### src/rtl/motor_pkg.sv
// Shared types and helpers for the stepper pulse/direction generator.
package motor_pkg;

  localparam int unsigned FREQ_W_DEF = 20;
  localparam int unsigned CNT_W_DEF  = 16;

  typedef enum logic [2:0] {
    ST_IDLE,
    ST_SETUP,
    ST_RUN,
    ST_TAIL,
    ST_DONE
  } state_e;

  // Highest step rate that still fits a pulse_w-high / pulse_w-low period.
  function automatic int unsigned max_freq(input int unsigned clk_hz, input int unsigned pulse_w);
    return clk_hz / (2 * pulse_w);
  endfunction

endpackage

### src/rtl/step_ramp.sv
// Linear step-rate ramp: tick divider, current frequency and acceleration pulse count.
module step_ramp
  import motor_pkg::*;
#(
  parameter int unsigned FREQ_W    = FREQ_W_DEF,
  parameter int unsigned CNT_W     = CNT_W_DEF,
  parameter int unsigned MIN_FREQ  = 200,
  parameter int unsigned RAMP_STEP = 50,
  parameter int unsigned RAMP_DIV  = 74_250
) (
  input  logic              clk_i,
  input  logic              rst_i,
  input  logic              init_i,
  input  logic              run_i,
  input  logic              step_i,
  input  logic [FREQ_W-1:0] target_i,
  input  logic [CNT_W-1:0]  pulses_left_i,
  output logic [FREQ_W-1:0] cur_freq_o
);

  localparam int unsigned DIV_W = $clog2(RAMP_DIV + 1);
  localparam logic [DIV_W-1:0] DIV_RELOAD = DIV_W'(RAMP_DIV - 1);
  localparam logic [FREQ_W-1:0] MIN_F = FREQ_W'(MIN_FREQ);
  localparam logic [FREQ_W:0] STEP_W = (FREQ_W + 1)'(RAMP_STEP);
  localparam logic [FREQ_W:0] DEC_FLOOR = (FREQ_W + 1)'(MIN_FREQ + RAMP_STEP);

  logic [DIV_W-1:0]  div_q, div_d;
  logic [FREQ_W-1:0] cur_q, cur_d;
  logic [CNT_W-1:0]  accel_q, accel_d;
  logic              tick;
  logic [FREQ_W:0]   cur_wide;
  logic [FREQ_W:0]   up_sum;

  always_comb begin
    div_d    = div_q;
    cur_d    = cur_q;
    accel_d  = accel_q;
    tick     = 1'b0;
    cur_wide = {1'b0, cur_q};
    up_sum   = cur_wide + STEP_W;
    if (init_i) begin
      div_d   = DIV_RELOAD;
      cur_d   = (target_i < MIN_F) ? target_i : MIN_F;
      accel_d = '0;
    end else if (run_i) begin
      tick  = (div_q == '0);
      div_d = tick ? DIV_RELOAD : div_q - 1'b1;
      if (step_i && (cur_q < target_i) && (accel_q != '1)) begin
        accel_d = accel_q + 1'b1;
      end
      // Below the floor the move runs at a constant rate, so no ramp at all.
      if (tick && (target_i >= MIN_F)) begin
        if (pulses_left_i <= accel_q) begin
          cur_d = (cur_wide >= DEC_FLOOR) ? cur_q - STEP_W[FREQ_W-1:0] : MIN_F;
        end else if (cur_q < target_i) begin
          cur_d = (up_sum >= {1'b0, target_i}) ? target_i : up_sum[FREQ_W-1:0];
        end
      end
    end
  end

  always_ff @(posedge clk_i) begin
    if (rst_i) begin
      div_q   <= DIV_RELOAD;
      cur_q   <= MIN_F;
      accel_q <= '0;
    end else begin
      div_q   <= div_d;
      cur_q   <= cur_d;
      accel_q <= accel_d;
    end
  end

  assign cur_freq_o = cur_q;

endmodule

### src/rtl/step_pulse_gen.sv
// Stepper PUL/DIR generator with linear accel/decel, phase-accumulator rate and pulse shaper.
//   state    | meaning
//   IDLE     | ready for a command
//   SETUP    | DIR settling before the first step edge
//   RUN      | emitting pulses, rate ramped
//   TAIL     | finishing last high phase plus minimum low time
//   DONE     | one-cycle completion strobe
module step_pulse_gen
  import motor_pkg::*;
#(
  parameter int unsigned CLK_HZ    = 74_250_000,
  parameter int unsigned FREQ_W    = FREQ_W_DEF,
  parameter int unsigned CNT_W     = CNT_W_DEF,
  parameter int unsigned PULSE_W   = 64,
  parameter int unsigned DIR_SETUP = 256,
  parameter int unsigned MIN_FREQ  = 200,
  parameter int unsigned RAMP_STEP = 50,
  parameter int unsigned RAMP_DIV  = 74_250
) (
  input  logic              clk_i,
  input  logic              rst_i,
  input  logic              cmd_valid_i,
  output logic              cmd_ready_o,
  input  logic              cmd_dir_i,
  input  logic [CNT_W-1:0]  cmd_pulses_i,
  input  logic [FREQ_W-1:0] cmd_freq_i,
  input  logic              abort_i,
  output logic              pul_p_o,
  output logic              pul_n_o,
  output logic              dir_p_o,
  output logic              dir_n_o,
  output logic              busy_o,
  output logic              done_o,
  output logic              aborted_o,
  output logic [CNT_W-1:0]  pulses_left_o
);

  localparam int unsigned PW_W = $clog2(PULSE_W + 2);
  localparam int unsigned SU_W = $clog2(DIR_SETUP + 1);
  localparam logic [PW_W-1:0] PW_C   = PW_W'(PULSE_W);
  localparam logic [PW_W-1:0] PW_SAT = PW_W'(PULSE_W + 1);
  localparam logic [SU_W-1:0] SU_RELOAD = SU_W'(DIR_SETUP - 1);
  localparam logic [32:0] CLK_C = 33'(CLK_HZ);
  localparam logic [FREQ_W-1:0] MAX_FREQ_C = FREQ_W'(max_freq(CLK_HZ, PULSE_W));

  state_e            state_q, state_d;
  logic              dir_q, dir_d;
  logic [CNT_W-1:0]  pl_q, pl_d;
  logic [FREQ_W-1:0] target_q, target_d;
  logic [SU_W-1:0]   su_q, su_d;
  logic [32:0]       acc_q, acc_d;
  logic              pul_q, pul_d;
  logic [PW_W-1:0]   hi_q, hi_d;
  logic [PW_W-1:0]   lo_q, lo_d;
  logic              aborted_q, aborted_d;
  logic              cmd_fire, step_start, ramp_init;
  logic [FREQ_W-1:0] cur_freq;

  assign cmd_fire   = cmd_valid_i && (state_q == ST_IDLE) && !rst_i;
  // Abort has priority over a pulse that would otherwise start this cycle.
  assign step_start = (state_q == ST_RUN) && !abort_i && (acc_q >= CLK_C) &&
                      !pul_q && (lo_q >= PW_C);
  assign ramp_init  = (state_q == ST_SETUP) && !abort_i && (su_q == '0);

  step_ramp #(
    .FREQ_W   (FREQ_W),
    .CNT_W    (CNT_W),
    .MIN_FREQ (MIN_FREQ),
    .RAMP_STEP(RAMP_STEP),
    .RAMP_DIV (RAMP_DIV)
  ) u_ramp (
    .clk_i        (clk_i),
    .rst_i        (rst_i),
    .init_i       (ramp_init),
    .run_i        (state_q == ST_RUN),
    .step_i       (step_start),
    .target_i     (target_q),
    .pulses_left_i(pl_q),
    .cur_freq_o   (cur_freq)
  );

  always_ff @(posedge clk_i) begin
    if (rst_i) state_q <= ST_IDLE;
    else       state_q <= state_d;
  end

  always_comb begin
    state_d = state_q;
    case (state_q)
      ST_IDLE:  if (cmd_fire) state_d = (cmd_pulses_i == '0) ? ST_DONE : ST_SETUP;
      ST_SETUP: if (abort_i) state_d = ST_DONE;
                else if (su_q == '0) state_d = ST_RUN;
      ST_RUN:   if (abort_i || (step_start && (pl_q == CNT_W'(1)))) state_d = ST_TAIL;
      ST_TAIL:  if (!pul_q && (lo_q == PW_SAT)) state_d = ST_DONE;
      ST_DONE:  state_d = ST_IDLE;
      default:  state_d = ST_IDLE;
    endcase
  end

  always_comb begin
    dir_d     = dir_q;
    pl_d      = pl_q;
    target_d  = target_q;
    su_d      = su_q;
    acc_d     = acc_q;
    aborted_d = aborted_q;
    pul_d     = pul_q;
    hi_d      = hi_q;
    case (state_q)
      ST_IDLE: if (cmd_fire) begin
        dir_d     = cmd_dir_i;
        pl_d      = cmd_pulses_i;
        target_d  = ((cmd_freq_i == '0) || (cmd_freq_i > MAX_FREQ_C)) ? MAX_FREQ_C : cmd_freq_i;
        su_d      = SU_RELOAD;
        aborted_d = 1'b0;
      end
      ST_SETUP: begin
        acc_d = CLK_C;
        if (abort_i) aborted_d = 1'b1;
        else if (su_q != '0) su_d = su_q - 1'b1;
      end
      ST_RUN: begin
        acc_d = acc_q + 33'(cur_freq) - (step_start ? CLK_C : 33'd0);
        if (abort_i) aborted_d = 1'b1;
        if (step_start) pl_d = pl_q - 1'b1;
      end
      default: ;
    endcase
    if (step_start) begin
      pul_d = 1'b1;
      hi_d  = PW_C - 1'b1;
    end else if (pul_q) begin
      if (hi_q == '0) pul_d = 1'b0;
      else            hi_d  = hi_q - 1'b1;
    end
    // Low-time counter saturates one past PULSE_W so TAIL can see a full low phase.
    lo_d = pul_d ? '0 : ((lo_q == PW_SAT) ? lo_q : lo_q + 1'b1);
  end

  always_ff @(posedge clk_i) begin
    if (rst_i) begin
      dir_q     <= 1'b0;
      pl_q      <= '0;
      target_q  <= '0;
      su_q      <= '0;
      acc_q     <= '0;
      aborted_q <= 1'b0;
      pul_q     <= 1'b0;
      hi_q      <= '0;
      lo_q      <= PW_SAT;
    end else begin
      dir_q     <= dir_d;
      pl_q      <= pl_d;
      target_q  <= target_d;
      su_q      <= su_d;
      acc_q     <= acc_d;
      aborted_q <= aborted_d;
      pul_q     <= pul_d;
      hi_q      <= hi_d;
      lo_q      <= lo_d;
    end
  end

  always_comb begin
    cmd_ready_o   = (state_q == ST_IDLE) && !rst_i;
    busy_o        = (state_q != ST_IDLE);
    done_o        = (state_q == ST_DONE);
    aborted_o     = (state_q == ST_DONE) && aborted_q;
    pul_p_o       = pul_q;
    pul_n_o       = ~pul_q;
    dir_p_o       = dir_q;
    dir_n_o       = ~dir_q;
    pulses_left_o = pl_q;
  end

endmodule

### config.mk
export PLATFORM = sky130hd
export DESIGN_NAME = step_pulse_gen
export DESIGN_NICKNAME = d
export VERILOG_FILES = /design/src/rtl/motor_pkg.sv /design/src/rtl/step_ramp.sv /design/src/rtl/step_pulse_gen.sv
export SDC_FILE = /design/constraint.sdc
export NUM_CORES = 1
export LEC_CHECK = 0
export BUFFER_PORTS_ARGS = -buffer_cell sky130_fd_sc_hd__buf_2
export CORE_MARGIN = 2
export CORE_UTILIZATION = 65
export DETAILED_ROUTE_END_ITERATION = 7
export PLACE_DENSITY = 0.88
export SLEW_MARGIN = 0
export SYNTH_ARGS = -nofsm -noshare
export SYNTH_HDL_FRONTEND = slang
export SYNTH_SLANG_ARGS = --single-unit
### constraint.sdc
create_clock -name clk_i -period 13.7 [get_ports clk_i]
set_input_delay 0.685 -clock clk_i [delete_from_list [all_inputs] [get_ports clk_i]]
set_output_delay 0.685 -clock clk_i [all_outputs]
set_load 0.03 [all_outputs]
======== After elaboration in Yosys (flattened, before gate mapping) ========
Index checks and enable logic that the tools add are counted.
cells by class
  add/sub/neg operators ................... 10
  magnitude comparators ................... 9
  equality and inequality tests ........... 17
  muxes and demuxes ....................... 37
  bitwise operators ....................... 3
  reduce and logical (&&, ||, !) cells .... 49
operators by type and width
  kind                                                          count
  2-to-1 mux 20 bit                                             9
  case mux 33 bit (2 select lines)                              1
  >= comparator 20 x 8 -> 1 bit (second input constant)         2
  adder 33 x 20 -> 33 bit                                       1
  >= comparator 33 x 27 -> 1 bit (second input constant)        1
  subtractor 33 x 27 -> 33 bit                                  1
  2-to-1 mux 16 bit                                             2
  case mux 16 bit (2 select lines)                              1
  2-to-1 mux 27 bit                                             1
  2-to-1 mux 9 bit                                              3
  adder 20 x 6 -> 21 bit (second input constant)                1
  >= comparator 21 x 20 -> 1 bit                                1
  greater-than comparator 20 bit (second input constant)        1
  zero test 20 bit                                              1
  less-than comparator 20 bit                                   1
  less-than comparator 20 x 8 -> 1 bit (second input constant)  1
  subtractor 20 x 6 -> 20 bit (second input constant)           1
  2-to-1 mux 3 bit                                              6
  2-to-1 mux 6 bit                                              3
  case mux 9 bit (2 select lines)                               1
  zero test 17 bit                                              1
  2-to-1 mux 17 bit                                             1
  subtractor 17 x 1 -> 17 bit (second input constant)           1
  adder 16 x 1 -> 16 bit (second input constant)                1
  other kinds (34)                                              82
storage, ports and cells
  bits in registers ....................... 151
  input port bits ......................... 41
  output and inout bits ................... 24
  word-level logic and storage cells ...... 140

======== Logic depth before layout (Yosys ltp) ========
  depth after elaboration ................. 9
  mapped depth ............................ 20
  mapped depth without buffers ............ 19

======== Modules after synthesis ========
From an unflattened synthesis, not the netlist that was laid out.
unflattened totals
  cell total of the unflattened synthesis .. 1469
  area total of the unflattened synthesis .. 11591.1 sq um
modules (own cells, without submodules)
  module          times used  cells each  area each (sq um)  sequential area each (sq um)
  step_pulse_gen  1           877         6882.9             1961.9
  step_ramp       1           592         4708.3             1061.0

======== Worst setup path before layout ========
Ideal clock, no wire load.
  path kind ............................... flip-flop to flip-flop
  start ................................... reg state_q[0]
  end ..................................... reg acc_q[31]
  library setup time ...................... 137 ps
  arrival ................................. 4725 ps
  data required time ...................... 13563 ps
  setup slack ............................. 8838 ps
  cell stages (with the launch flop) ...... 21
  path buffers ............................ 3
  clock period less this slack ............ 4862 ps
  path through ............................ dfxtp_1 -> clkbuf_1 -> nor2_1 -> and2_1 -> clkbuf_1 -> nand4b_1 -> nor4_1 -> a21oi_2 -> inv_2 -> clkbuf_1 -> fa_1 -> inv_1 -> ha_1 -> a211oi_1 -> nor2_1 -> nor3_1 -> nor4_1 -> or2_2 -> a221oi_1 -> o31a_1 -> o211ai_1
on the way
  word-level cells in the longest chain between the ends .. 8
  elaborated cells between the ends (all ways) .. 10
  those cells by class .................... 1 x add/sub; 2 x eq/ne; 2 x mux; 5 x reduce/logical
ends and longest elaborated chain
  item                              line                                         text
  start: declaration                step_pulse_gen.sv:46                         state_e state_q, state_d;
  start signal: assignment          step_pulse_gen.sv:84                         else state_q <= state_d;
  == test 3 x 2 -> 1 bit            step_pulse_gen.sv:61, step_pulse_gen.sv:109
  logical AND 1 bit (3 in series)   step_pulse_gen.sv:61                         assign step_start = (state_q == ST_RUN) && !abort_i && (acc_q >= CLK_C) &&
  logical AND 1 bit                 step_pulse_gen.sv:62                         !pul_q && (lo_q >= PW_C);
  2-to-1 mux 27 bit                 step_pulse_gen.sv:123                        acc_d = acc_q + 33'(cur_freq) - (step_start ? CLK_C : 33'd0);
  subtractor 33 x 27 -> 33 bit      step_pulse_gen.sv:123
  case mux 33 bit (2 select lines)  step_pulse_gen.sv:109                        case (state_q)
  end signal: assignment            step_pulse_gen.sv:146                        acc_q <= '0;
  end signal: assignment            step_pulse_gen.sv:156                        acc_q <= acc_d;
  end: declaration                  step_pulse_gen.sv:51                         logic [32:0] acc_q, acc_d;
Several ways; a longest one is shown, not always the timed one.
A chain may end at the register's enable or synchronous reset.

======== Worst setup path in the final report ========
  start ................................... reg acc_q[25]
  end ..................................... reg acc_q[31]
on the way
  word-level cells in the longest chain between the ends .. 7
  elaborated cells between the ends (all ways) .. 8
  those cells by class .................... 2 x add/sub; 1 x order compare; 2 x mux; 3 x reduce/logical
ends and longest elaborated chain
  item                                line
  >= comparator 33 x 27 -> 1 bit      step_pulse_gen.sv:61
  logical AND 1 bit (2 in series)     step_pulse_gen.sv:61
  logical AND 1 bit                   step_pulse_gen.sv:62
  2-to-1 mux 27 bit                   step_pulse_gen.sv:123
  subtractor 33 x 27 -> 33 bit *      step_pulse_gen.sv:123
  case mux 33 bit (2 select lines) *  step_pulse_gen.sv:109
Mark *: on every way between the ends. The rest lies on a longest branch, timed or not.

==> flow_metrics.tcl <==
set metrics [dict create \
    clkLatencyLatePin_ns 0.44 \
    clkTransAtPathRegs_ns 0.07 \
    cp-start-kind "flop" \
    cts_tree "built" \
    setup.worst_path.class "flop to flop" \
    clock.fmax_mhz 184 \
    final-hold-violation-count 0 \
    drive_gt1_frac 0.0925 \
    netlist_area_um2 11600 \
    fin_hold_ws_ns 0.475 \
    worst_pin_slew_ns 1.13 \
    leakage_nw 5.24 \
    fin_crit_sh 0.396 \
    gp_congestion 0.972 \
    root_buffer "clkbuf_16" \
    n_fill_cell 1263 \
    post_cts_buffers 0 \
    wire_per_inst_um 18.1 \
    nNetsFinal 1703 \
    fin_skew_ns 0.0107 \
    overflow 0 \
    tns_ns 0 \
    htree_levels 4 \
    worst_ep_required_time_ns 14.01 \
    status "finished clean" \
    dr.first_iter.drc_count 1158 \
    synth_seq_cells 151 \
    avgViaCountPerCell 6.56 \
    clockBufferDepth 2 \
    seq_area_frac_synth 0.260 \
    cp_data_arrival_time_ns 5.73 \
    worstPathMaxFanout 22 \
    antenna_found_initial 0 \
    rsz0062_at_grt "no" \
    p_per_area_nw_per_um2 215 \
    hold_path_class "flop to flop" \
    drt.antenna.violating_nets 0 \
    ctsResizeCount 0 \
    drv_cap 0 \
    diodes 0 \
    drc_errors 0 \
    grtUsageTotal 0.345 \
    yosys_warnings 0 \
    io_pins 65 \
    io_buffer_count 64 \
    die_w_um 138 \
    setup_violations 0 \
    syn_inst 1500 \
    finalCriticalPeriod_ns 5.42 \
    dp.cells 1739 \
    synth_fp_nets 1670 \
    ys_types 88 \
    dr.pass1.iters 6 \
    dieArea_um2 18900 \
    initial_utilization 0.669 \
    vias 11600 \
    finalWirelength_um 32100 \
    numCtsBuffers 17 \
    ys.flop_type "dfxtp_1" \
    cts.sinks 151 \
    synthArstFlopShare 0 \
    hold_buffers 0 \
    syn_to_final_growth_pct 8.80 \
    grt_pass1_wl_um 52400 \
    core_area_um2 17400 \
    final_max_slew_viol_count 0 \
    grt_max_degree 71 \
    hpwl_um 23500 \
    final_util 0.727 \
    multi_input_area_um2 7720 \
    synth-edff-count 0 \
    endpoint_kind "flop" \
    instances_no_fill 1771 \
    vdd_drop_max_uv 175 \
    slew_headroom 0.236 \
    stdcell_area_um2 12600 \
    die_y_um 138 \
    grt_pass1_vias 11100 \
    ff_latch_area_um2 3020 \
    place_area_um2 12000 \
    avgSynthCellArea_um2 7.74 \
    num_rows 48 \
]
synth_stat cells (4+ instances only):
library cell | n | area, µm²
nor4b_1 | 7 | 61.3
a2111oi_0 | 4 | 35.0
nor3_1 | 57 | 285
o22ai_1 | 9 | 56.3
o32ai_1 | 12 | 105
xnor2_1 | 59 | 517
a211oi_1 | 17 | 128
nor2b_1 | 10 | 62.6
a21oi_1 | 118 | 591
o41ai_1 | 6 | 52.6
nand4_1 | 22 | 138
a31oi_1 | 11 | 68.8
and2_1 | 6 | 37.5
or4_1 | 8 | 60.1
a21o_1 | 20 | 150
and3_1 | 12 | 75.1
o31a_1 | 4 | 35.0
nand2_1 | 104 | 390
o21a_1 | 6 | 45.0
a221oi_1 | 26 | 228
or2_2 | 12 | 75.1
nand3_1 | 55 | 275
and4_1 | 7 | 61.3
buf_2 | 7 | 35.0
ha_1 | 119 | 1490
mux2i_1 | 7 | 70.1
o211ai_1 | 11 | 82.6
o21ai_1 | 4 | 20.0
nand3b_1 | 4 | 30.0
nand2b_1 | 15 | 93.8
nor4_1 | 24 | 150
fa_1 | 10 | 200
or3_1 | 20 | 125
xor2_1 | 22 | 193
inv_1 | 161 | 604
a22oi_1 | 14 | 105
o31ai_1 | 7 | 52.6
nor2_1 | 122 | 458
a311oi_1 | 4 | 35.0
dfxtp_1 | 151 | 3020
a32oi_1 | 4 | 35.0
clkbuf_1 | 47 | 176
o21ai_0 | 84 | 420
worst max-delay path: stages, from the launching register on:
cell and delay, ns:
dfxtp_1 0.43, inv_1 0.09, ha_1 0.20, and4b_1 0.18, nand4_1 0.06, or4_1 0.10
o21ai_0 0.10, a21oi_2 0.58, inv_2 0.45, fa_1 0.60, inv_1 0.05, ha_1 0.34
a211oi_1 0.30, nor2_1 0.09, nor3_1 0.30, nor4_1 0.12, or2_2 0.30, a221oi_1 0.65
o31a_1 0.23, o211ai_1 0.09
layout by cell type (no fill, tap or decap), types with 20 or more instances in the layout:
cell type and instances:
a21o_1 20, a21oi_1 118, a221oi_1 26, buf_2 64, dfxtp_1 151, ha_1 119, inv_1 161, nand2_1 104
nand3_1 55, nand4_1 22, nor2_1 122, nor3_1 57, nor4_1 24, o21ai_0 84, or3_1 20, xnor2_1 59
xor2_1 22
cell families after synthesis:
logic type | synth area share
AO/OA/AOI/OAI | 0.231
XOR/XNOR | 0.0611
adder cells (fa/ha/maj) | 0.146
buffers and inverters | 0.0748
flip-flops | 0.260
multiplexers | 0.00798
AND/OR/NAND/NOR | 0.219
layout make-up:
| class | instances | share of cell area |
|---|---|---|
| Clock buffer | 17 | 0.0337 |
| Clock inverter | 15 | 0.0133 |
| Inverter | 163 | 0.0485 |
| Multi-Input combinational cell | 1126 | 0.612 |
| Sequential cell | 151 | 0.239 |
| Tap cell | 225 | 0.0223 |
| Timing Repair Buffer | 74 | 0.0313 |
registers in the layout, indices dropped and copies added, names as in the netlist, 3 cells and up:
name,flops
hi_q,7
u_ramp.accel_q,16
acc_q,33
lo_q,7
pulses_left_o,16
u_ramp.div_q,17
state_q,3
u_ramp.cur_freq_o,20
target_q,20
su_q,9
power by group:
part	internal, W	leakage [nW]	switching (W)
clock network	0.000259	0.293	0.000217
logic	0.000614	3.71	0.000998
registers	0.000526	1.23	0.000105
total	0.00140	5.24	0.00132
through the flow:
| stage | power (W) | worst slack (ns) |
|---|---|---|
| after global placement | 0.00215 | 8.60 |
| after global routing | 0.00290 | 7.84 |
| after CTS | 0.00267 | 8.37 |
| after detailed placement | 0.00219 | 8.43 |
| after floorplan | 0.00182 | 8.84 |
| final | 0.00272 | 8.28 |
final timing paths:
kind | start | end | slack (ns) | cells past startpoint
max | acc_q[25] | acc_q[31] | 8.28 | 19
min | u_ramp.div_q[6] | u_ramp.div_q[6] | 0.47 | 2
max reg2reg | acc_q[25] | acc_q[31] | 8.28 | 19
min reg2reg | u_ramp.div_q[6] | u_ramp.div_q[6] | 0.47 | 2
per-layer routing:
metal / vias up / share of wire / GRT usage
met5: - / 0 / 0
met4: 0 / 0.033 / 0.148
met3: 112 / 0.090 / 0.0636
met2: 628 / 0.47 / 0.574
met1: 5384 / 0.41 / 0.438
li1: 5493 / - / -
Power figures use the tool's default switching activity.
